==> config.mk <==
export PLATFORM = sky130hd
export DESIGN_NAME = riscv_base_alu_issue
export DESIGN_NICKNAME = d
export VERILOG_FILES = /design/src/rtl/riscv_base_alu_issue_pkg.sv /design/src/rtl/riscv_base_defines.sv /design/src/rtl/riscv_base_alu_decode.sv /design/src/rtl/riscv_base_alu_issue.sv
export SDC_FILE = /design/constraint.sdc
export NUM_CORES = 1
export LEC_CHECK = 0
export ABC_AREA = 1
export CAP_MARGIN = 5
export CORE_MARGIN = 1.5
export CORE_UTILIZATION = 46
export CTS_BUF_LIST = sky130_fd_sc_hd__clkbuf_8
export CTS_CLUSTER_DIAMETER = 120
export DETAILED_ROUTE_END_ITERATION = 12
export MAX_ROUTING_LAYER = met4
export PLACE_DENSITY = 0.9
export SETUP_SLACK_MARGIN = 0.1
export SLEW_MARGIN = 20
export SYNTH_ARGS = -nofsm -noshare
export SYNTH_HDL_FRONTEND = slang
export SYNTH_HIERARCHICAL = 1
export SYNTH_SLANG_ARGS = --single-unit
==> constraint.sdc <==
create_clock -name clk_i -period 2.4 [get_ports clk_i]
set_clock_uncertainty 0.1 [all_clocks]
set_input_delay 0.72 -clock clk_i [delete_from_list [all_inputs] [get_ports clk_i]]
set_output_delay 0.72 -clock clk_i [all_outputs]
set_load 0.03 [all_outputs]
==> src/rtl/riscv_base_alu_issue_pkg.sv <==
// Types local to the ALU issue stage: request bundle and buffer state.
// Optional skid buffer selected by RISCV_BASE_ALU_ISSUE_SKID_EN.
package riscv_base_alu_issue_pkg;

    typedef struct packed {
        logic [3:0]  op;
        logic [31:0] a;
        logic [31:0] b;
        logic [4:0]  rd;
        logic        rd_we;
        logic        illegal;
    } alu_req_t;

    typedef enum logic [1:0] {
        ST_EMPTY = 2'd0,
        ST_ONE   = 2'd1,
        ST_FULL  = 2'd2
    } buf_state_e;

endpackage

==> src/rtl/riscv_base_defines.sv <==
// Shared RV32I opcode constants and ALU opcode encodings.
// Used by every execute-side block of the core.
package riscv_base_defines;

    localparam logic [3:0] ALU_SHIFTL           = 4'b0001;
    localparam logic [3:0] ALU_SHIFTR           = 4'b0010;
    localparam logic [3:0] ALU_SHIFTR_ARITH     = 4'b0011;
    localparam logic [3:0] ALU_ADD              = 4'b0100;
    localparam logic [3:0] ALU_SUB              = 4'b0110;
    localparam logic [3:0] ALU_AND              = 4'b0111;
    localparam logic [3:0] ALU_OR               = 4'b1000;
    localparam logic [3:0] ALU_XOR              = 4'b1001;
    localparam logic [3:0] ALU_LESS_THAN        = 4'b1010;
    localparam logic [3:0] ALU_LESS_THAN_SIGNED = 4'b1011;

    localparam logic [6:0] OPCODE_OP     = 7'b0110011;
    localparam logic [6:0] OPCODE_OP_IMM = 7'b0010011;
    localparam logic [6:0] OPCODE_LUI    = 7'b0110111;
    localparam logic [6:0] OPCODE_AUIPC  = 7'b0010111;

endpackage

==> src/rtl/riscv_base_alu_decode.sv <==
// Combinational RV32I ALU-class decode: instruction/pc/operands to
// ALU opcode, operands, destination and illegal flag.
module riscv_base_alu_decode
    import riscv_base_defines::*;
(
    input  logic [31:0] inst_i,
    input  logic [31:0] pc_i,
    input  logic [31:0] rs1_i,
    input  logic [31:0] rs2_i,
    output logic [3:0]  op_o,
    output logic [31:0] a_o,
    output logic [31:0] b_o,
    output logic [4:0]  rd_o,
    output logic        rd_we_o,
    output logic        illegal_o
);

    logic [6:0]  opcode;
    logic [2:0]  f3;
    logic [6:0]  f7;
    logic [31:0] imm_i;
    logic [31:0] imm_u;
    logic [31:0] shamt;
    logic        is_op;
    logic        is_imm;
    logic        is_lui;
    logic        is_auipc;
    logic        legal;
    logic [3:0]  op;
    logic [31:0] a;
    logic [31:0] b;

    assign opcode   = inst_i[6:0];
    assign f3       = inst_i[14:12];
    assign f7       = inst_i[31:25];
    assign imm_i    = {{20{inst_i[31]}}, inst_i[31:20]};
    assign imm_u    = {inst_i[31:12], 12'b0};
    assign shamt    = {27'b0, inst_i[24:20]};
    assign is_op    = (opcode == OPCODE_OP);
    assign is_imm   = (opcode == OPCODE_OP_IMM);
    assign is_lui   = (opcode == OPCODE_LUI);
    assign is_auipc = (opcode == OPCODE_AUIPC);

    always_comb begin
        op    = ALU_ADD;
        a     = '0;
        b     = '0;
        legal = 1'b0;
        unique case (1'b1)
            is_op: begin
                a     = rs1_i;
                b     = rs2_i;
                legal = 1'b1;
                case ({f7, f3})
                    {7'b0000000, 3'b000}: op = ALU_ADD;
                    {7'b0100000, 3'b000}: op = ALU_SUB;
                    {7'b0000000, 3'b001}: op = ALU_SHIFTL;
                    {7'b0000000, 3'b010}: op = ALU_LESS_THAN_SIGNED;
                    {7'b0000000, 3'b011}: op = ALU_LESS_THAN;
                    {7'b0000000, 3'b100}: op = ALU_XOR;
                    {7'b0000000, 3'b101}: op = ALU_SHIFTR;
                    {7'b0100000, 3'b101}: op = ALU_SHIFTR_ARITH;
                    {7'b0000000, 3'b110}: op = ALU_OR;
                    {7'b0000000, 3'b111}: op = ALU_AND;
                    default:              legal = 1'b0;
                endcase
            end
            is_imm: begin
                a     = rs1_i;
                b     = imm_i;
                legal = 1'b1;
                case (f3)
                    3'b000: op = ALU_ADD;
                    3'b001: begin
                        op    = ALU_SHIFTL;
                        b     = shamt;
                        legal = (f7 == 7'b0000000);
                    end
                    3'b010: op = ALU_LESS_THAN_SIGNED;
                    3'b011: op = ALU_LESS_THAN;
                    3'b100: op = ALU_XOR;
                    3'b101: begin
                        b = shamt;
                        if (f7 == 7'b0000000)
                            op = ALU_SHIFTR;
                        else if (f7 == 7'b0100000)
                            op = ALU_SHIFTR_ARITH;
                        else
                            legal = 1'b0;
                    end
                    3'b110: op = ALU_OR;
                    default: op = ALU_AND;
                endcase
            end
            is_lui: begin
                b     = imm_u;
                legal = 1'b1;
            end
            is_auipc: begin
                a     = pc_i;
                b     = imm_u;
                legal = 1'b1;
            end
            default: legal = 1'b0;
        endcase
    end

    // Illegal bundles still flow, but must look like a harmless ADD 0,0.
    assign op_o      = legal ? op : ALU_ADD;
    assign a_o       = legal ? a : '0;
    assign b_o       = legal ? b : '0;
    assign rd_o      = inst_i[11:7];
    assign rd_we_o   = legal && (inst_i[11:7] != 5'd0);
    assign illegal_o = !legal;

endmodule

==> src/rtl/riscv_base_alu_issue.sv <==
// ALU issue stage: registered decode with valid/ready on both sides.
// Define RISCV_BASE_ALU_ISSUE_SKID_EN for a 2-entry main+skid buffer.
module riscv_base_alu_issue
    import riscv_base_alu_issue_pkg::*;
(
    input  logic        clk_i,
    input  logic        rst_i,
    input  logic        in_valid_i,
    output logic        in_ready_o,
    input  logic [31:0] in_inst_i,
    input  logic [31:0] in_pc_i,
    input  logic [31:0] in_rs1_val_i,
    input  logic [31:0] in_rs2_val_i,
    output logic        out_valid_o,
    input  logic        out_ready_i,
    output logic [3:0]  alu_op_o,
    output logic [31:0] alu_a_o,
    output logic [31:0] alu_b_o,
    output logic [4:0]  rd_o,
    output logic        rd_we_o,
    output logic        illegal_o
);

    alu_req_t dec;
    alu_req_t main_q;
    logic     in_fire;
    logic     out_fire;

    riscv_base_alu_decode u_decode (
        .inst_i    (in_inst_i),
        .pc_i      (in_pc_i),
        .rs1_i     (in_rs1_val_i),
        .rs2_i     (in_rs2_val_i),
        .op_o      (dec.op),
        .a_o       (dec.a),
        .b_o       (dec.b),
        .rd_o      (dec.rd),
        .rd_we_o   (dec.rd_we),
        .illegal_o (dec.illegal)
    );

    assign in_fire  = in_valid_i && in_ready_o;
    assign out_fire = out_valid_o && out_ready_i;

`ifdef RISCV_BASE_ALU_ISSUE_SKID_EN

    buf_state_e state_q;
    buf_state_e state_d;
    alu_req_t   main_d;
    alu_req_t   skid_q;
    alu_req_t   skid_d;
    logic       in_ready_q;

    always_ff @(posedge clk_i) begin
        if (rst_i) begin
            state_q    <= ST_EMPTY;
            in_ready_q <= 1'b1;
        end else begin
            state_q    <= state_d;
            in_ready_q <= (state_d != ST_FULL);
        end
    end

    always_comb begin
        state_d = state_q;
        unique case (state_q)
            ST_EMPTY: if (in_fire) state_d = ST_ONE;
            ST_ONE: begin
                if (in_fire && !out_fire)
                    state_d = ST_FULL;
                else if (!in_fire && out_fire)
                    state_d = ST_EMPTY;
            end
            ST_FULL: if (out_fire) state_d = ST_ONE;
            default: state_d = ST_EMPTY;
        endcase
    end

    always_comb begin
        out_valid_o = (state_q != ST_EMPTY);
        in_ready_o  = in_ready_q;
    end

    always_ff @(posedge clk_i) begin
        if (rst_i) begin
            main_q <= '0;
            skid_q <= '0;
        end else begin
            main_q <= main_d;
            skid_q <= skid_d;
        end
    end

    // Main always feeds the outputs; skid only catches the overflow.
    always_comb begin
        main_d = main_q;
        skid_d = skid_q;
        unique case (state_q)
            ST_EMPTY: if (in_fire) main_d = dec;
            ST_ONE: begin
                if (in_fire && out_fire)
                    main_d = dec;
                else if (in_fire)
                    skid_d = dec;
            end
            ST_FULL: if (out_fire) main_d = skid_q;
            default: main_d = main_q;
        endcase
    end

`else

    logic valid_q;

    always_ff @(posedge clk_i) begin
        if (rst_i) begin
            valid_q <= 1'b0;
            main_q  <= '0;
        end else if (in_fire) begin
            valid_q <= 1'b1;
            main_q  <= dec;
        end else if (out_fire) begin
            valid_q <= 1'b0;
        end
    end

    assign out_valid_o = valid_q;
    assign in_ready_o  = !valid_q || out_ready_i;

`endif

    assign alu_op_o  = main_q.op;
    assign alu_a_o   = main_q.a;
    assign alu_b_o   = main_q.b;
    assign rd_o      = main_q.rd;
    assign rd_we_o   = main_q.rd_we;
    assign illegal_o = main_q.illegal;

endmodule

==> metrics <==
Layout Cells excl Fill approximately 1300; post-synthesis sequential area ratio 0.283; Comb power frac 0.283; PortBufs approximately 210; sw frac 0.294; Mapped Area 5380 um^2; cell row count 39; critical path fanouts, max 2; RSZ-0062 raised after global routing false; CORE AREA approximately 11000 um^2; Design Power ~3600 uW; Tmin final roughly 2.3 ns; height of the die about 110 um; Synth Warn # 6; critical path startpoint out_ready_i; root buf cell clkbuf_8; total leakage power 0.00366 uW; antenna-violating nets left 0; pwr dens about 420 nW/um^2; Final Hold Viols 0; HP Class flip-flop to flip-flop; Power Internal about 2500 uW; Vias 6501; initial drt markers approximately 540; CP startpoint kind input pin; largest net degree at the start of global routing roughly 150; EDFF count, synth 0; prevailing post-synth register cell dfxtp_1; DRT Wirelength between 15 and 20 mm; DP Cell Count 1262; Nets roughly 1300; Netlist cell types 23; Starting Density 0.471; Tcrit/Tclk final 0.950; vias in the first global route approximately 6000; async set-reset flop share out of synthesis 0; Reg-to-Reg Start out_valid_o$_SDFFE_PP0P_; gpl congestion ~0.99; Max-Cap Viols 0; Psw 1050 uW; Yosys top cell area share 0.283; Clock Latency Late Sink roughly 0.35 ns; required time of the worst setup path approximately 1.6 ns; Avg Cell Area, Syn between 5 and 6 um^2; die width roughly 110 um; H-tree depth 3; vias per std cell roughly 5.0; maximum VDD drop around 330 uV; TritonCTS Sinks 76; critical path type input pin to output pin; Fmax 439 MHz; cts bufs inserted 9; die area ~12000 um^2; dominant cell type by area after synthesis dfxtp_1; final setup vio count 0; CP Data Arrival Time between 1 and 1.5 ns; syn nets roughly 1100; DR DRC count 0; Mapped Cells 922; layout cell share with drive strength beyond 1 0.176; GRT Util Overall 0.282; clock network fraction of design power 0.329; Synth Register Bits 76; status completed; GR Overflow Total 0; Worst-Margin Slew ~0.62 ns; Layout area overhead 58.7%; first-pass GRT wire length between 20 and 30 mm; drt first pass iters 5; leading post-synthesis cells by cell area dfxtp_1, inv_1, nand2_1, nand3_1, a21oi_1; IO Count around 210; TritonCTS clock tree built; Commonest cells post-synth inv_1, nand2_1, nor2_1; antenna violations before repair 0; hold_sp alu_b_o[31]$_SDFFE_PP0P_; post-DR wirelength/cell 14.0 um; Seq pwr share 0.388; dpl hpwl 12.1 mm; Pins Over Slew Limit 0; slew margin rel. 0.586; Worst setup EP type output pin; Final Hold Slack approximately 0.37 ns; Bufs on Longest Clock Path 2; Clock Pin Slew Worst Setup and Hold Paths 0.08 ns; antenna diode count 0
[final timing paths]
kind	cells past startpoint	to	slack (ns)
max	4	in_ready_o	0.12
max reg2reg	5	alu_a_o[7]$_SDFFE_PP0P_	0.91
min reg2reg	2	alu_b_o[31]$_SDFFE_PP0P_	0.37
min	2	alu_b_o[31]$_SDFFE_PP0P_	0.37
[power by group through the flow]
stage / combinational [uW] / sequential (uW) / clock [uW]
2_1_floorplan: 342 / 1560 / 0
3_3_place_gp: 953 / 1410 / 0
3_5_place_dp: 964 / 1410 / 0
4_1_cts: 980 / 1380 / 1190
5_1_grt: 1080 / 1390 / 1250
6_report: 1010 / 1380 / 1170
[sequential cells by signal, indices dropped and copies added, names as in the netlist]
| register | flops |
|---|---|
| alu_op_o | 4 |
| rd_we_o | 1 |
| alu_a_o | 32 |
| illegal_o | 1 |
| rd_o | 5 |
| alu_b_o | 32 |
| out_valid_o | 1 |
[layout by cell type, fill, tap and decap left out, types with 4 or more instances in the layout]
master / netlist / layout
nand2_2: 4 / 12
nand3_1: 106 / 100
o21ai_1: 12 / 17
dlygate4sd2_1: 0 / 4
nand2_1: 166 / 154
a21oi_1: 99 / 96
nand2_4: 0 / 4
nor2_1: 127 / 117
o21ai_0: 43 / 36
inv_2: 13 / 13
clkdlybuf4s50_1: 0 / 188
nor2_4: 3 / 11
clkbuf_2: 0 / 12
buf_4: 12 / 55
buf_16: 0 / 6
nand3_2: 1 / 6
dfxtp_1: 76 / 76
buf_6: 13 / 6
nor2_2: 33 / 35
inv_1: 166 / 164
clkbuf_16: 0 / 4
clkbuf_8: 0 / 9
buf_12: 0 / 12
[timing repair]
item                       CTS  global route
pin swaps                   18            26
setup endpoints to repair   68            70
setup buffers               11             4
cloned                       7             5
resized for setup           52            66
hold buffers                 0             0
[area by class of cell]
cell class,count,area [um^2]
Timing Repair inverter,1,8.76
Clock buffer,9,124
Timing Repair Buffer,290,2990
Clock inverter,7,115
Tap cell,143,179
Inverter,179,692
Fill cell,962,2880
Sequential cell,76,1520
Multi-Input combinational cell,600,2910
[critical path, stage by stage]
cell and delay [ns]:
clkdlybuf4s50_1 0.47, inv_2 0.04, nand2_4 0.06, buf_4 0.16
[layer usage]
layer | part of all wire | GRT usage
met4 | 0.033 | 0.121
met3 | 0.063 | 0.0339
met5 | 0 | -
met1 | 0.41 | 0.346
met2 | 0.49 | 0.471
[cell families (layout without fill, tap and decap cells)]
family,after synthesis,in the layout,synth area share
compound gates,155,155,0.145
buf+inv,246,486,0.211
flops,76,76,0.283
simple gates,445,445,0.362
[per-stage QoR]
stage	setup slack, ns	utilization	setup TNS [ns]	area, um^2
floorplan	0.184	-	0	5380
global placement	-0.446	0.679	-27.85	7750
detailed placement	-0.479	0.679	-28.33	7750
CTS	0.0810	0.731	0	8340
global route	0.0797	0.748	0	8540
finish	0.120	0.748	0	8540
Note: power is estimated with default switching activity, not from simulation.
